--- config.mk ---
export PLATFORM = sky130hd
export DESIGN_NAME = prog_loader_ctrl_flat
export DESIGN_NICKNAME = d
export VERILOG_FILES = /design/src/rtl/prog_loader_pkg.sv /design/src/rtl/prog_loader_ctrl_if.sv /design/src/rtl/byte_pair_assembler.sv /design/src/rtl/prog_loader_ctrl.sv /design/src/flat_wrapper.sv
export SDC_FILE = /design/constraint.sdc
export NUM_CORES = 1
export LEC_CHECK = 0
export CAP_MARGIN = 20
export CORE_MARGIN = 2
export CORE_UTILIZATION = 40
export CTS_CLUSTER_SIZE = 12
export DETAILED_ROUTE_END_ITERATION = 12
export PLACE_DENSITY = 0.66
export SYNTH_ARGS = -nofsm -noshare
export SYNTH_HDL_FRONTEND = slang
export SYNTH_SLANG_ARGS = --single-unit
--- constraint.sdc ---
create_clock -name clk -period 2.92 [get_ports clk]
set_clock_uncertainty 0.15 [all_clocks]
set_input_delay 0.438 -clock clk [delete_from_list [all_inputs] [get_ports clk]]
set_output_delay 0.438 -clock clk [all_outputs]
set_load 0.03 [all_outputs]
--- src/rtl/prog_loader_pkg.sv ---
// prog_loader_pkg
//   Shared definitions for the boot program loader: byte/word widths and the
//   4-bit loader state encoding. Imported by the loader top and its
//   byte-pair assembler.
package prog_loader_pkg;

    localparam int unsigned BYTE_W = 8;
    localparam int unsigned WORD_W = 16;

    typedef enum logic [3:0] {
        ST_HDR_HI = 4'd0,
        ST_HDR_LO = 4'd1,
        ST_DAT_HI = 4'd2,
        ST_DAT_LO = 4'd3,
        ST_WR     = 4'd4,
        ST_CHK_HI = 4'd5,
        ST_CHK_LO = 4'd6,
        ST_RUN    = 4'd7,
        ST_ERROR  = 4'd8
    } state_t;

    // States in which the next accepted byte is the high byte of a word.
    function automatic logic is_hi_state(input state_t s);
        return (s == ST_HDR_HI) || (s == ST_DAT_HI) || (s == ST_CHK_HI);
    endfunction

endpackage

--- src/rtl/prog_loader_ctrl_if.sv ---
// prog_loader_ctrl_if
//   Bundles the loader's UART byte handshake, restart request and
//   instruction-memory / core-control outputs.
//   modport slave  : the loader (consumes rx bytes and load_req, drives the rest)
//   modport master : the surrounding system (drives rx bytes and load_req)
//   Signals:
//     rx_valid, rx_data[7:0], rx_ready      byte handshake from uart_rx
//     load_req                              restart request (RUN/ERROR only)
//     prog_ld, imem_we                      load-in-progress flag, write strobe
//     uart_read_addr[15:0], uart_read_data[15:0]  instruction write addr/data
//     cpu_pc_reset, done, error             core reset and status
//     words_loaded[15:0]                    words written in this load
interface prog_loader_ctrl_if;
    import prog_loader_pkg::*;

    logic              rx_valid;
    logic [BYTE_W-1:0] rx_data;
    logic              rx_ready;
    logic              load_req;
    logic              prog_ld;
    logic              imem_we;
    logic [WORD_W-1:0] uart_read_addr;
    logic [WORD_W-1:0] uart_read_data;
    logic              cpu_pc_reset;
    logic              done;
    logic              error;
    logic [WORD_W-1:0] words_loaded;

    modport slave (
        input  rx_valid, rx_data, load_req,
        output rx_ready, prog_ld, imem_we, uart_read_addr, uart_read_data,
               cpu_pc_reset, done, error, words_loaded
    );

    modport master (
        output rx_valid, rx_data, load_req,
        input  rx_ready, prog_ld, imem_we, uart_read_addr, uart_read_data,
               cpu_pc_reset, done, error, words_loaded
    );

endinterface

--- src/rtl/byte_pair_assembler.sv ---
// byte_pair_assembler
//   Latches the high byte of a big-endian byte pair and presents the full word
//   together with the low byte, so the loader can act on the word in the same
//   cycle the low byte is accepted. Shared by header, data and checksum words.
//   Ports:
//     clk            system clock
//     i_rst_n        synchronous active-low reset
//     i_byte_valid   a byte is accepted this cycle
//     i_is_hi        the accepted byte is the high byte
//     i_byte         accepted byte
//     o_word         {latched high byte, current byte}
//     o_word_valid   pulses when the low byte is accepted
module byte_pair_assembler
    import prog_loader_pkg::*;
(
    input  logic              clk,
    input  logic              i_rst_n,
    input  logic              i_byte_valid,
    input  logic              i_is_hi,
    input  logic [BYTE_W-1:0] i_byte,
    output logic [WORD_W-1:0] o_word,
    output logic              o_word_valid
);

    logic [BYTE_W-1:0] r_hi;

    always_ff @(posedge clk) begin
        if (!i_rst_n) begin
            r_hi <= '0;
        end else if (i_byte_valid && i_is_hi) begin
            r_hi <= i_byte;
        end
    end

    assign o_word       = {r_hi, i_byte};
    assign o_word_valid = i_byte_valid && !i_is_hi;

endmodule

--- src/rtl/prog_loader_ctrl.sv ---
// prog_loader_ctrl
//   Boot sequencer for cpu_16bit. Holds the core in reset, receives a header
//   word count N followed by N instruction words (high byte first) from the
//   UART RX, writes each word to instruction memory and then releases the core.
//   Parameters:
//     IMEM_DEPTH   words of instruction memory; legal N is 1..IMEM_DEPTH
//     TIMEOUT_CYC  max idle clocks between accepted bytes while loading; 0 = off
//   Ports:
//     clk          system clock
//     pc_reset_n   synchronous active-low reset
//     ldr          prog_loader_ctrl_if.slave (byte handshake, load_req,
//                  imem write port, core reset, status)
//   Build option:
//     PROG_LOADER_CHECKSUM_EN  when defined, a 16-bit mod-2^16 sum of the data
//                              words follows the image and must match for RUN.
module prog_loader_ctrl
    import prog_loader_pkg::*;
#(
    parameter int unsigned IMEM_DEPTH  = 256,
    parameter int unsigned TIMEOUT_CYC = 0
) (
    input  logic               clk,
    input  logic               pc_reset_n,
    prog_loader_ctrl_if.slave  ldr
);

    state_t            r_state;
    logic              r_rx_ready;
    logic              r_prog_ld;
    logic              r_imem_we;
    logic [WORD_W-1:0] r_addr;
    logic [WORD_W-1:0] r_data;
    logic              r_pc_rst;
    logic              r_done;
    logic              r_error;
    logic [WORD_W-1:0] r_words;
    logic [WORD_W-1:0] r_n;
    logic [31:0]       r_to_cnt;
`ifdef PROG_LOADER_CHECKSUM_EN
    logic [WORD_W-1:0] r_sum;
`endif

    logic              w_accept;
    logic [WORD_W-1:0] w_word;
    logic              w_word_valid;
    logic              w_to_en;

    assign w_accept = ldr.rx_valid && r_rx_ready;

    // Idle time only counts while a byte is awaited, and not while waiting
    // for the very first header byte of a fresh load.
    assign w_to_en = r_rx_ready && !((r_state == ST_HDR_HI) && (r_words == '0));

    byte_pair_assembler u_bpa (
        .clk          (clk),
        .i_rst_n      (pc_reset_n),
        .i_byte_valid (w_accept),
        .i_is_hi      (is_hi_state(r_state)),
        .i_byte       (ldr.rx_data),
        .o_word       (w_word),
        .o_word_valid (w_word_valid)
    );

    always_ff @(posedge clk) begin
        if (!pc_reset_n) begin
            r_state    <= ST_HDR_HI;
            r_rx_ready <= 1'b1;
            r_prog_ld  <= 1'b1;
            r_imem_we  <= 1'b0;
            r_addr     <= '0;
            r_data     <= '0;
            r_pc_rst   <= 1'b1;
            r_done     <= 1'b0;
            r_error    <= 1'b0;
            r_words    <= '0;
            r_n        <= '0;
            r_to_cnt   <= '0;
`ifdef PROG_LOADER_CHECKSUM_EN
            r_sum      <= '0;
`endif
        end else begin
            r_imem_we <= 1'b0;

            case (r_state)
                ST_HDR_HI: begin
                    if (w_accept) begin
                        r_state <= ST_HDR_LO;
                    end
                end

                ST_HDR_LO: begin
                    if (w_word_valid) begin
                        r_n <= w_word;
                        if ((w_word == '0) || (32'(w_word) > IMEM_DEPTH)) begin
                            r_state    <= ST_ERROR;
                            r_error    <= 1'b1;
                            r_pc_rst   <= 1'b1;
                            r_prog_ld  <= 1'b0;
                            r_rx_ready <= 1'b0;
                            r_done     <= 1'b0;
                        end else begin
                            r_state <= ST_DAT_HI;
                        end
                    end
                end

                ST_DAT_HI: begin
                    if (w_accept) begin
                        r_state <= ST_DAT_LO;
                    end
                end

                ST_DAT_LO: begin
                    if (w_word_valid) begin
                        r_data     <= w_word;
                        r_imem_we  <= 1'b1;
                        r_rx_ready <= 1'b0;
                        r_state    <= ST_WR;
                    end
                end

                ST_WR: begin
                    r_addr  <= r_addr + 16'd1;
                    r_words <= r_words + 16'd1;
`ifdef PROG_LOADER_CHECKSUM_EN
                    r_sum   <= r_sum + r_data;
`endif
                    if ((r_words + 16'd1) == r_n) begin
`ifdef PROG_LOADER_CHECKSUM_EN
                        r_state    <= ST_CHK_HI;
                        r_rx_ready <= 1'b1;
`else
                        r_state    <= ST_RUN;
                        r_done     <= 1'b1;
                        r_prog_ld  <= 1'b0;
                        r_pc_rst   <= 1'b0;
                        r_rx_ready <= 1'b0;
`endif
                    end else begin
                        r_state    <= ST_DAT_HI;
                        r_rx_ready <= 1'b1;
                    end
                end

`ifdef PROG_LOADER_CHECKSUM_EN
                ST_CHK_HI: begin
                    if (w_accept) begin
                        r_state <= ST_CHK_LO;
                    end
                end

                ST_CHK_LO: begin
                    if (w_word_valid) begin
                        r_rx_ready <= 1'b0;
                        if (w_word == r_sum) begin
                            r_state   <= ST_RUN;
                            r_done    <= 1'b1;
                            r_prog_ld <= 1'b0;
                            r_pc_rst  <= 1'b0;
                        end else begin
                            r_state   <= ST_ERROR;
                            r_error   <= 1'b1;
                            r_pc_rst  <= 1'b1;
                            r_prog_ld <= 1'b0;
                            r_done    <= 1'b0;
                        end
                    end
                end
`endif

                ST_RUN, ST_ERROR: begin
                    if (ldr.load_req) begin
                        r_state    <= ST_HDR_HI;
                        r_rx_ready <= 1'b1;
                        r_prog_ld  <= 1'b1;
                        r_pc_rst   <= 1'b1;
                        r_done     <= 1'b0;
                        r_error    <= 1'b0;
                        r_addr     <= '0;
                        r_words    <= '0;
`ifdef PROG_LOADER_CHECKSUM_EN
                        r_sum      <= '0;
`endif
                    end
                end

                default: begin
                    r_state    <= ST_ERROR;
                    r_error    <= 1'b1;
                    r_pc_rst   <= 1'b1;
                    r_prog_ld  <= 1'b0;
                    r_rx_ready <= 1'b0;
                    r_done     <= 1'b0;
                end
            endcase

            // The timeout only fires on a cycle with no accepted byte, so it
            // never collides with a byte-driven transition above; its
            // assignments are placed last so they take priority regardless.
            if ((TIMEOUT_CYC != 0) && w_to_en) begin
                if (w_accept) begin
                    r_to_cnt <= '0;
                end else if (r_to_cnt == (TIMEOUT_CYC - 32'd1)) begin
                    r_to_cnt   <= '0;
                    r_state    <= ST_ERROR;
                    r_error    <= 1'b1;
                    r_pc_rst   <= 1'b1;
                    r_prog_ld  <= 1'b0;
                    r_rx_ready <= 1'b0;
                    r_done     <= 1'b0;
                end else begin
                    r_to_cnt <= r_to_cnt + 32'd1;
                end
            end else begin
                r_to_cnt <= '0;
            end
        end
    end

    assign ldr.rx_ready       = r_rx_ready;
    assign ldr.prog_ld        = r_prog_ld;
    assign ldr.imem_we        = r_imem_we;
    assign ldr.uart_read_addr = r_addr;
    assign ldr.uart_read_data = r_data;
    assign ldr.cpu_pc_reset   = r_pc_rst;
    assign ldr.done           = r_done;
    assign ldr.error          = r_error;
    assign ldr.words_loaded   = r_words;

endmodule

--- src/flat_wrapper.sv ---
// flat-port wrapper written by rule: the top's interface ports become plain ports
module prog_loader_ctrl_flat import prog_loader_pkg::*;
#(
    parameter int unsigned IMEM_DEPTH  = 256,
    parameter int unsigned TIMEOUT_CYC = 0
)
  (clk, pc_reset_n, ldr_rx_valid, ldr_rx_data, ldr_load_req, ldr_rx_ready, ldr_prog_ld, ldr_imem_we, ldr_uart_read_addr, ldr_uart_read_data, ldr_cpu_pc_reset, ldr_done, ldr_error, ldr_words_loaded);
  prog_loader_ctrl_if ldr_i ();
  input  logic clk;
  input  logic pc_reset_n;
  input wire logic [$bits(ldr_i.rx_valid)-1:0] ldr_rx_valid;
  input wire logic [$bits(ldr_i.rx_data)-1:0] ldr_rx_data;
  input wire logic [$bits(ldr_i.load_req)-1:0] ldr_load_req;
  output wire logic [$bits(ldr_i.rx_ready)-1:0] ldr_rx_ready;
  output wire logic [$bits(ldr_i.prog_ld)-1:0] ldr_prog_ld;
  output wire logic [$bits(ldr_i.imem_we)-1:0] ldr_imem_we;
  output wire logic [$bits(ldr_i.uart_read_addr)-1:0] ldr_uart_read_addr;
  output wire logic [$bits(ldr_i.uart_read_data)-1:0] ldr_uart_read_data;
  output wire logic [$bits(ldr_i.cpu_pc_reset)-1:0] ldr_cpu_pc_reset;
  output wire logic [$bits(ldr_i.done)-1:0] ldr_done;
  output wire logic [$bits(ldr_i.error)-1:0] ldr_error;
  output wire logic [$bits(ldr_i.words_loaded)-1:0] ldr_words_loaded;
  assign ldr_i.rx_valid = ldr_rx_valid;
  assign ldr_i.rx_data = ldr_rx_data;
  assign ldr_i.load_req = ldr_load_req;
  assign ldr_rx_ready = ldr_i.rx_ready;
  assign ldr_prog_ld = ldr_i.prog_ld;
  assign ldr_imem_we = ldr_i.imem_we;
  assign ldr_uart_read_addr = ldr_i.uart_read_addr;
  assign ldr_uart_read_data = ldr_i.uart_read_data;
  assign ldr_cpu_pc_reset = ldr_i.cpu_pc_reset;
  assign ldr_done = ldr_i.done;
  assign ldr_error = ldr_i.error;
  assign ldr_words_loaded = ldr_i.words_loaded;
  prog_loader_ctrl #(.IMEM_DEPTH(IMEM_DEPTH), .TIMEOUT_CYC(TIMEOUT_CYC)) u_core (.clk(clk), .pc_reset_n(pc_reset_n), .ldr(ldr_i));
endmodule
==> metrics.cfg, run 1 <==
[power_and_ir_drop]
clkPwrFrac_pct=38.7
power.density_mw_per_mm2=443
switchingPower_uw=601
peakVddDrop_mv=0.265
power_frac_seq_pct=51.5
combPwrFrac_pct=9.8
p_leak_uw=0.00189
intPower_uw=1680
switching_share_pct=26.3

[placed_design]
hpwl_um=7130
pre_cts_slack_ns=0.0832
place_inst=669
numPortBuffers=65
gp_congestion=0.847

[synth]
ys_async_sr_fraction_pct=0
ys_seq_elements=82
yosysWarnings=0
ys_seq_area_share_pct=40.1
syn_inst=481
syn-num-nets=495
synth_ff_type=dfxtp_1
netlist_area_mm2=0.00410
netlist-cell-type-count=47
synth_edf_count=0
avgSynthCellArea_um2=8.52

[setup_path]
start_kind=flip-flop
reg2regPathDepth=8
crit_chain=ha_1, nand3_2, nor4_2, xnor2_1, nor4_1, nand4_1, nor2_2, o21ai_0
r2r-start=u_core.ldr.words_loaded[1]$_SDFFE_PN0P_
slowest_delay_ns=0.41
r2r-end=u_core.ldr.cpu_pc_reset$_SDFFE_PN1P_
crit_slowest_cell=nor4_2
cp-end-kind=flip-flop
path_max_fanout=8
worstSetupPathType=flip-flop to flip-flop
worstPathArrival_ns=2.70
r2r_setup_slack_ns=0.29
critPathRequiredTime_ns=2.99

[global_route]
grt_pass1_wl_um=17100
grtUsageTotal_pct=18.7
grt_max_degree=59
grt_overflow=0
antenna_found_initial=0
first_global_vias=3380

[cts]
cts-buffers-inserted=9
cts_resized=0
ctsHoldBuffers=0
cts_setup_buffers=0
cts.sinks=82
clk_latency_ns=0.36
cts_buffer_depth=2
clkTransAtPathRegs_ns=0.10
htreeDepth=3
cts_tree=built
root_buffer=clkbuf_8

[sta]
rsz0062_at_grt=false
slew_headroom_pct=50.5
tightest_slew_ns=0.743
min_period_ns=2.63
setup_ws_ns=0.287
hold_violations=0
fin_crit_sh_pct=90.2
timing.setup.tns_ns=0
setup_viol=0
drv_slew=0
fmax_ghz=0.380

[detailed_routing]
routedWlPerCell_um=14.6
drtIter0Drc=116
postRouteAntennaNets=0
drc=0
drt-pass1-iter-count=4
drt_wl_total_um=10000
vias=3572
vias_per_cell=5.21

[die]
initial_utilization_pct=41.5
die-area_mm2=0.0111
fp.dieW_um=105
io-pin-count=66
core_area_mm2=0.00986
rows=36
dieHeight_um=105

[flow_run]
drv_cap=0

[finish]
syn2layout_area_growth_pct=25.9
drive_above_1_share_pct=9.06
nets=561
fillers=919
fin_cells=685
diodes=0

[run_status]
status=finished clean

[min_path]
min_to=u_core.ldr.uart_read_data[8]$_SDFFE_PN0P_
hold_depth=2
hold_start=u_core.ldr.uart_read_data[8]$_SDFFE_PN0P_
hp-class=flip-flop to flip-flop

## cell families (layout without fill, tap and decap cells)
family | count (synthesis) | in the layout | synth area share [%]
AO/OA/AOI/OAI | 88 | 88 | 13.8
AND/OR/NAND/NOR | 214 | 214 | 28.4
flip-flops | 82 | 82 | 40.1
adder cells (fa/ha/maj) | 2 | 2 | 0.611
multiplexers | 24 | 24 | 5.86
XOR/XNOR | 37 | 37 | 7.91
buffers and inverters | 34 | 105 | 3.39
## cell type report
| cell class | count | area, µm² | area share (%) |
|---|---|---|---|
| repair buffers | 84 | 806 | 15.6 |
| multi-input cells | 365 | 2320 | 44.9 |
| inverters | 5 | 18.8 | 0.364 |
| clock buffers | 10 | 138 | 2.67 |
| flip-flops and latches | 82 | 1640 | 31.8 |
| clock inverters | 6 | 72.6 | 1.41 |
| well taps | 133 | 166 | 3.23 |
## cell usage after synthesis (2+ instances only)
library cell,instances,area share [%]
nor4_1,6,0.92
ha_1,2,0.61
o2111ai_1,3,0.64
inv_1,5,0.46
nor4b_1,2,0.43
nand3b_1,2,0.37
nor2b_1,40,6.1
nand2b_1,3,0.46
and3_1,5,0.76
o21ai_0,23,2.8
xor2_1,18,3.8
clkbuf_1,20,1.8
nor4_2,4,1.2
a211oi_1,3,0.55
and4_1,2,0.43
nand3_1,10,1.2
and2_1,4,0.61
xnor2_1,19,4.1
nor2_1,37,3.4
nor3b_1,2,0.37
a21oi_1,19,2.3
o21a_1,6,1.1
dfxtp_1,82,40
a21boi_0,21,3.8
nand3_2,2,0.49
or2_2,2,0.31
nand2_1,61,5.6
nand4_1,10,1.5
a22oi_1,4,0.73
or3_1,5,0.76
nor3_1,11,1.3
buf_2,9,1.1
mux2i_1,24,5.9
o22a_1,2,0.43
## layout by cell type, fill, tap and decap left out, drive strengths merged, types with 6 or more instances in the layout
| master | instances |
|---|---|
| nor3 | 12 |
| clkdlybuf4s50 | 65 |
| nor2b | 40 |
| clkbuf | 10 |
| nand4 | 11 |
| nand2 | 61 |
| xor2 | 18 |
| o21ai | 24 |
| mux2i | 24 |
| a21oi | 19 |
| nor2 | 38 |
| o21a | 6 |
| dfxtp | 82 |
| xnor2 | 19 |
| buf | 19 |
| nor4 | 11 |
| a21boi | 22 |
| nand3 | 13 |
| inv | 8 |
## per-layer routing
layer  vias up  GRT usage, %  wire length, µm
met5         -             0                0
met4         0          5.24               95
met3        11          3.46              471
met2        82          28.7             4480
met1      1685          26.7             4970
li1       1794             -                -
## power by group through the flow
stage	Sequential (µW)	Combinational (µW)	Clock (µW)
floorplan	1190	150	0
finish	1180	224	884
CTS	1180	225	906
global placement	1200	221	0
global route	1180	245	954
detailed placement	1200	223	0
## sequential cells by signal (all words and copies together), names as in the netlist, 4 cells and up
name                       flops
u_core.ldr.words_loaded       16
u_core.ldr.uart_read_addr     16
u_core.r_n                    16
u_core.u_bpa.r_hi              8
u_core.r_state                 4
u_core.ldr.uart_read_data     16
## worst max path at each step
stage,from,to,slack (ns),depth (start not counted)
finish,u_core.ldr.words_loaded[1]$_SDFFE_PN0P_,u_core.ldr.cpu_pc_reset$_SDFFE_PN1P_,0.29,8
global route,u_core.ldr.words_loaded[1]$_SDFFE_PN0P_,u_core.ldr.cpu_pc_reset$_SDFFE_PN1P_,0.16,8
CTS,u_core.ldr.words_loaded[1]$_SDFFE_PN0P_,u_core.ldr.cpu_pc_reset$_SDFFE_PN1P_,0.30,8
detailed placement,ldr_rx_data[6],u_core.ldr.done$_SDFFE_PN0P_,0.08,9
global placement,ldr_rx_data[6],u_core.ldr.done$_SDFFE_PN0P_,0.11,9
floorplan,u_core.ldr.words_loaded[0]$_SDFFE_PN0P_,u_core.ldr.cpu_pc_reset$_SDFFE_PN1P_,0.49,8
## worst max-delay path: cells and delay by family (launching register included)
family / cells / cell delay [ns]
compound gates: 1 / 0.13
xor+xnor: 1 / 0.11
fa+ha+maj: 1 / 0.31
flops: 1 / 0.36
simple gates: 5 / 1.43
## through the flow
| stage | util (%) | area (µm²) | hold WS, ns | power, µW |
|---|---|---|---|---|
| floorplan | - | 4100 | 0.316 | 1340 |
| global placement | 50.2 | 4950 | 0.303 | 1420 |
| detailed placement | 50.2 | 4950 | 0.313 | 1430 |
| CTS | 52.3 | 5160 | 0.328 | 2310 |
| global route | 52.3 | 5160 | 0.345 | 2380 |
| finish | 52.3 | 5160 | 0.325 | 2280 |
Note: power is estimated with default switching activity, not from simulation.
==> inputs of run 2 (changes only) <==
--- a/config.mk
+++ b/config.mk
@@ -7,10 +7,11 @@
 export LEC_CHECK = 0
 export CAP_MARGIN = 20
 export CORE_MARGIN = 2
-export CORE_UTILIZATION = 40
+export CORE_UTILIZATION = 45
 export CTS_CLUSTER_SIZE = 12
 export DETAILED_ROUTE_END_ITERATION = 12
-export PLACE_DENSITY = 0.66
+export GPL_ROUTABILITY_DRIVEN = 0
+export PLACE_DENSITY = 0.72
 export SYNTH_ARGS = -nofsm -noshare
 export SYNTH_HDL_FRONTEND = slang
 export SYNTH_SLANG_ARGS = --single-unit
==> run 2 against run 1 <==
Critical path depth unchanged. Sequential power about the same. Global-route usage is 2.2 points higher. Total power grew 2.5%. Routed wire length fell by 1.4%. Cell count is 3.9% lower. Largest cell class unchanged.
==> metrics.cfg, run 2 (synthesis results as in run 1) <==
[run_status]
status=finished clean

[cts]
cts_setup_buffers=0  ; unchanged
cts_tree=built
htreeDepth=3  ; unchanged
cts_resized=0  ; unchanged
root_buffer=clkbuf_8
clkTransAtPathRegs_ns=0.09  ; about the same
cts_buffer_depth=2  ; unchanged
cts-buffers-inserted=9  ; unchanged
clk_latency_ns=0.37  ; about the same
ctsHoldBuffers=0  ; unchanged
cts.sinks=82  ; unchanged

[sta]
timing.setup.tns_ns=0  ; unchanged
rsz0062_at_grt=false
setup_ws_ns=0.396  ; +0.109 ns
fmax_ghz=0.396  ; +4.3%
tightest_slew_ns=0.730  ; -0.0132 ns
hold_violations=0  ; unchanged
whs_ns=0.319  ; -0.00617 ns
fin_crit_sh_pct=86.4  ; -3.7 points
drv_slew=0  ; unchanged
min_period_ns=2.52  ; -0.109 ns
setup_viol=0  ; unchanged
slew_headroom_pct=51.4  ; +0.88 points

[detailed_routing]
postRouteAntennaNets=0  ; unchanged
drt_wl_total_um=9870  ; -1.4%
drtIter0Drc=126  ; +8.6%
vias=3509  ; -1.8%
routedWlPerCell_um=15.0  ; +2.6%
drt-pass1-iter-count=4  ; unchanged
vias_per_cell=5.33  ; +2.3%
drc=0  ; unchanged

[die]
dieHeight_um=99.4  ; -5.5%
initial_utilization_pct=46.8  ; +5.2 points
fp.dieW_um=99.4  ; -5.5%
rows=34  ; -5.6%
io-pin-count=66  ; unchanged
core_area_mm2=0.00876  ; -11%
die-area_mm2=0.00989  ; -11%

[global_route]
grt_pass1_wl_um=16600  ; -3.0%
antenna_found_initial=0  ; unchanged
grt_overflow=0  ; unchanged
grt_max_degree=64  ; +8.5%
grtUsageTotal_pct=20.9  ; +2.2 points
first_global_vias=3395  ; +0.44%

[setup_path]
crit_chain=ha_1, nand3_2, nor4_2, xnor2_1, nor4_1, nand4_1, nor2_2, o21ai_0
r2r-start=u_core.ldr.words_loaded[0]$_SDFFE_PN0P_
critPathRequiredTime_ns=3.01  ; +0.02 ns
crit_path_end=u_core.ldr.cpu_pc_reset$_SDFFE_PN1P_
start_kind=flip-flop
cp-end-kind=flip-flop
crit_slowest_cell=nor4_2
worstSetupPathType=flip-flop to flip-flop
startpoint=u_core.ldr.words_loaded[0]$_SDFFE_PN0P_
r2r_setup_slack_ns=0.40  ; +0.11 ns
slowest_delay_ns=0.39  ; -0.02 ns
reg2regPathDepth=8  ; unchanged
r2r-end=u_core.ldr.cpu_pc_reset$_SDFFE_PN1P_
worstPathArrival_ns=2.61  ; -0.09 ns
path_max_fanout=8  ; unchanged

[flow_run]
drv_cap=0  ; unchanged

[min_path]
hp-class=flip-flop to flip-flop

[power_and_ir_drop]
p_leak_uw=0.00189  ; +0.15%
power.density_mw_per_mm2=456  ; +3.1%
peakVddDrop_mv=0.233  ; -12%
power_uw=2340  ; +2.5%

[placed_design]
hpwl_um=6910  ; -3.2%
place_inst=642  ; -4.0%
numPortBuffers=65  ; unchanged
pre_cts_slack_ns=0.0541  ; -0.0291 ns

[finish]
fin_cells=658  ; -3.9%
drive_above_1_share_pct=8.73  ; -0.33 points
diodes=0  ; unchanged
layout_common_cells=dfxtp_1 (82), clkdlybuf4s50_1 (65), nand2_1 (61)
nets=559  ; -0.36%
syn2layout_area_growth_pct=25.2
layout_commonest_cell=dfxtp_1

[run 2: cell count changes in the layout (fill, tap and decap cells not counted), sizes merged]
cell,before,now
clkinvlp,1,0
clkinv,1,2
inv,8,7
bufinv,1,2
buf,19,17
[run 2: cell type report]
| class | instances | area [µm²] |
|---|---|---|
| Inverter | 5 | 18.8 |
| Clock inverter | 6 | 87.6 |
| Fill cell | 782 | 3630 |
| Sequential cell | 82 | 1640 |
| Clock buffer | 10 | 138 |
| Tap cell | 108 | 135 |
| Multi-Input combinational cell | 365 | 2320 |
| Timing Repair Buffer | 82 | 791 |
[run 2: worst min path at each step]
stage | from | endpoint | slack (ns) | cells after the start
floorplan | u_core.u_bpa.r_hi[4]$_SDFFE_PN0P_ | u_core.ldr.uart_read_data[12]$_SDFFE_PN0P_ | 0.32 | 2
global placement | u_core.ldr.uart_read_data[10]$_SDFFE_PN0P_ | u_core.ldr.uart_read_data[10]$_SDFFE_PN0P_ | 0.30 | 2
detailed placement | u_core.ldr.uart_read_data[3]$_SDFFE_PN0P_ | u_core.ldr.uart_read_data[3]$_SDFFE_PN0P_ | 0.31 | 2
CTS | u_core.ldr.uart_read_data[3]$_SDFFE_PN0P_ | u_core.ldr.uart_read_data[3]$_SDFFE_PN0P_ | 0.33 | 2
global route | u_core.ldr.uart_read_data[4]$_SDFFE_PN0P_ | u_core.ldr.uart_read_data[4]$_SDFFE_PN0P_ | 0.35 | 2
finish | u_core.ldr.uart_read_data[3]$_SDFFE_PN0P_ | u_core.ldr.uart_read_data[3]$_SDFFE_PN0P_ | 0.32 | 2
[run 2: worst max-delay path: cells and delay by family, from the launching register on]
kind,cells,cell delay [ns]
flip-flops,1,0.35
XOR/XNOR,1,0.11
AND/OR/NAND/NOR,5,1.37
AO/OA/AOI/OAI,1,0.12
adder cells (fa/ha/maj),1,0.31
[run 2: power breakdown]
part | internal [µW] | switching (µW) | total (µW)
logic | 109 | 112 | 222
registers | 1140 | 32.8 | 1180
clock network | 508 | 436 | 944
total | 1760 | 581 | 2340
[run 2: routing by layer]
layer | track usage (%) | wire length, µm
met5 | 0 | 0
met4 | 9.06 | 191
met3 | 4.36 | 493
met2 | 33.1 | 4450
met1 | 27.6 | 4730
[run 2: metrics by stage]
stage / utilization (%) / instance area, µm²
after floorplan: - / 4100
after global placement: 56.0 / 4900
after detailed placement: 56.0 / 4900
after CTS: 58.5 / 5130
after global routing: 58.5 / 5130
final: 58.5 / 5130
==> inputs of run 3 (changes only) <==
--- a/config.mk
+++ b/config.mk
@@ -6,7 +6,7 @@
 export NUM_CORES = 1
 export LEC_CHECK = 0
 export CAP_MARGIN = 20
-export CORE_MARGIN = 2
+export CORE_MARGIN = 1.5
 export CORE_UTILIZATION = 45
 export CTS_CLUSTER_SIZE = 12
 export DETAILED_ROUTE_END_ITERATION = 12
==> run 3 against run 2 <==
Critical path depth unchanged. Die area down 2.0%. Non-clock buffer count up 2. Critical endpoint unchanged. Largest cell class unchanged. Highest routed layer unchanged.
==> metrics.cfg, run 3 (synthesis results as in run 1) <==
[finish]
layout_commonest_cell=dfxtp_1
drive_above_1_share_pct=9.06  ; +0.33 points
diodes=0  ; unchanged
layout_common_cells=dfxtp_1 (82), clkdlybuf4s50_1 (65), nand2_1 (61)
nets=561  ; +0.36%
syn2layout_area_growth_pct=24.3

[min_path]
hold_depth=2  ; unchanged
hp-class=flip-flop to flip-flop

[die]
die-area_mm2=0.00969  ; -2.0%
initial_utilization_pct=46.8  ; unchanged
io-pin-count=66  ; unchanged
core_area_mm2=0.00876  ; unchanged
rows=34  ; unchanged
fp.dieW_um=98.4  ; -1.0%
dieHeight_um=98.4  ; -1.0%

[cts]
clk_latency_ns=0.36  ; about the same
cts_tree=built
htreeDepth=3  ; unchanged
cts_resized=0  ; unchanged
ctsHoldBuffers=0  ; unchanged
cts_setup_buffers=0  ; unchanged
cts_buffer_depth=2  ; unchanged
root_buffer=clkbuf_8
cts-buffers-inserted=9  ; unchanged
cts.sinks=82  ; unchanged
clkTransAtPathRegs_ns=0.09  ; about the same

[power_and_ir_drop]
power_uw=2180  ; -6.7%
p_leak_uw=0.00187  ; -1.5%
peakVddDrop_mv=0.228  ; -2.1%
power.density_mw_per_mm2=429  ; -6.0%

[global_route]
grt_max_degree=28  ; -56%
grtUsageTotal_pct=20.4  ; -0.48 points
antenna_found_initial=0  ; unchanged
grt_overflow=0  ; unchanged
first_global_vias=3196  ; -5.9%
grt_pass1_wl_um=16000  ; -3.3%

[sta]
drv_slew=0  ; unchanged
hold_violations=0  ; unchanged
setup_viol=0  ; unchanged
min_period_ns=2.54  ; +0.0199 ns
rsz0062_at_grt=false
tightest_slew_ns=0.745  ; +0.0152 ns
whs_ns=0.318  ; -0.000788 ns
fin_crit_sh_pct=87.1  ; +0.68 points
timing.setup.tns_ns=0  ; unchanged
fmax_ghz=0.393  ; -0.78%
slew_headroom_pct=50.3  ; -1.0 points

[setup_path]
crit_chain=ha_1, nand3_2, nor4_2, xnor2_1, nor4_1, nand4_1, nor2_2, o21ai_0
slowest_delay_ns=0.39  ; about the same
worstPathArrival_ns=2.63  ; +0.02 ns
worstSetupPathType=flip-flop to flip-flop
cp-end-kind=flip-flop
path_max_fanout=8  ; unchanged
critPathRequiredTime_ns=3.01  ; about the same
start_kind=flip-flop
reg2regPathDepth=8  ; unchanged
crit_slowest_cell=nor4_2

[detailed_routing]
drt_wl_total_um=9670  ; -2.0%
drt-pass1-iter-count=4  ; unchanged
routedWlPerCell_um=14.7  ; -2.3%
vias_per_cell=5.45  ; +2.2%
postRouteAntennaNets=0  ; unchanged
drtIter0Drc=131  ; +4.0%
vias=3596  ; +2.5%
drc=0  ; unchanged

[placed_design]
hpwl_um=7020  ; +1.7%
numPortBuffers=65  ; unchanged

[flow_run]
drv_cap=0  ; unchanged

[run_status]
status=finished clean

run 3: cell count changes in the layout (fill, tap and decap cells not counted):
cell	before	now
buf_4	16	19
clkinvlp_4	0	3
buf_12	1	0
clkinv_2	2	0
clkinv_4	0	1
bufinv_16	2	0
run 3: per-stage QoR:
stage	utilization, %	setup slack [ns]	cell area, µm²	instances
global route	58.1	0.119	5090	660
finish	58.1	0.376	5090	660
CTS	58.1	0.347	5090	660
global placement	56.0	0.0783	4910	644
floorplan	-	0.489	4100	481
detailed placement	56.0	0.0466	4910	644
run 3: path summary, 6_finish.rpt:
path                                        startpoint                                   endpoint  slack, ns
min          u_core.ldr.uart_read_data[7]$_SDFFE_PN0P_  u_core.ldr.uart_read_data[7]$_SDFFE_PN0P_       0.32
max            u_core.ldr.words_loaded[0]$_SDFFE_PN0P_       u_core.ldr.cpu_pc_reset$_SDFFE_PN1P_       0.38
min reg2reg  u_core.ldr.uart_read_data[7]$_SDFFE_PN0P_  u_core.ldr.uart_read_data[7]$_SDFFE_PN0P_       0.32
max reg2reg    u_core.ldr.words_loaded[0]$_SDFFE_PN0P_       u_core.ldr.cpu_pc_reset$_SDFFE_PN1P_       0.38
run 3: cell type report:
cell class / instances / area (µm²)
Clock buffer: 10 / 138
Multi-Input combinational cell: 365 / 2320
Clock inverter: 6 / 48.8
Inverter: 5 / 18.8
Tap cell: 108 / 135
Timing Repair Buffer: 84 / 793
Sequential cell: 82 / 1640
Fill cell: 788 / 3670
run 3: where the power goes:
| group | switching (µW) | leakage, µW | total, µW | internal [µW] |
|---|---|---|---|---|
| sequential | 32.7 | 0.000663 | 1180 | 1140 |
| combinational | 111 | 0.00112 | 221 | 109 |
| clock | 449 | 0.0000855 | 789 | 339 |
| total | 593 | 0.00187 | 2180 | 1590 |
run 3: per-layer routing:
layer  share of wire, %  vias to the layer above  global-route usage, %
met5                  0                        -                      0
met1                 48                     1713                   28.3
met3                4.7                        9                   4.82
met4                1.1                        0                   6.07
met2                 46                       88                   31.6
li1                   -                     1786                      -
run 3: worst max-delay path, delay by kind of cell, from the launching register on:
family	cells	cell delay, ns
AND/OR/NAND/NOR	5	1.40
flip-flops	1	0.34
adder cells (fa/ha/maj)	1	0.30
AO/OA/AOI/OAI	1	0.12
XOR/XNOR	1	0.11
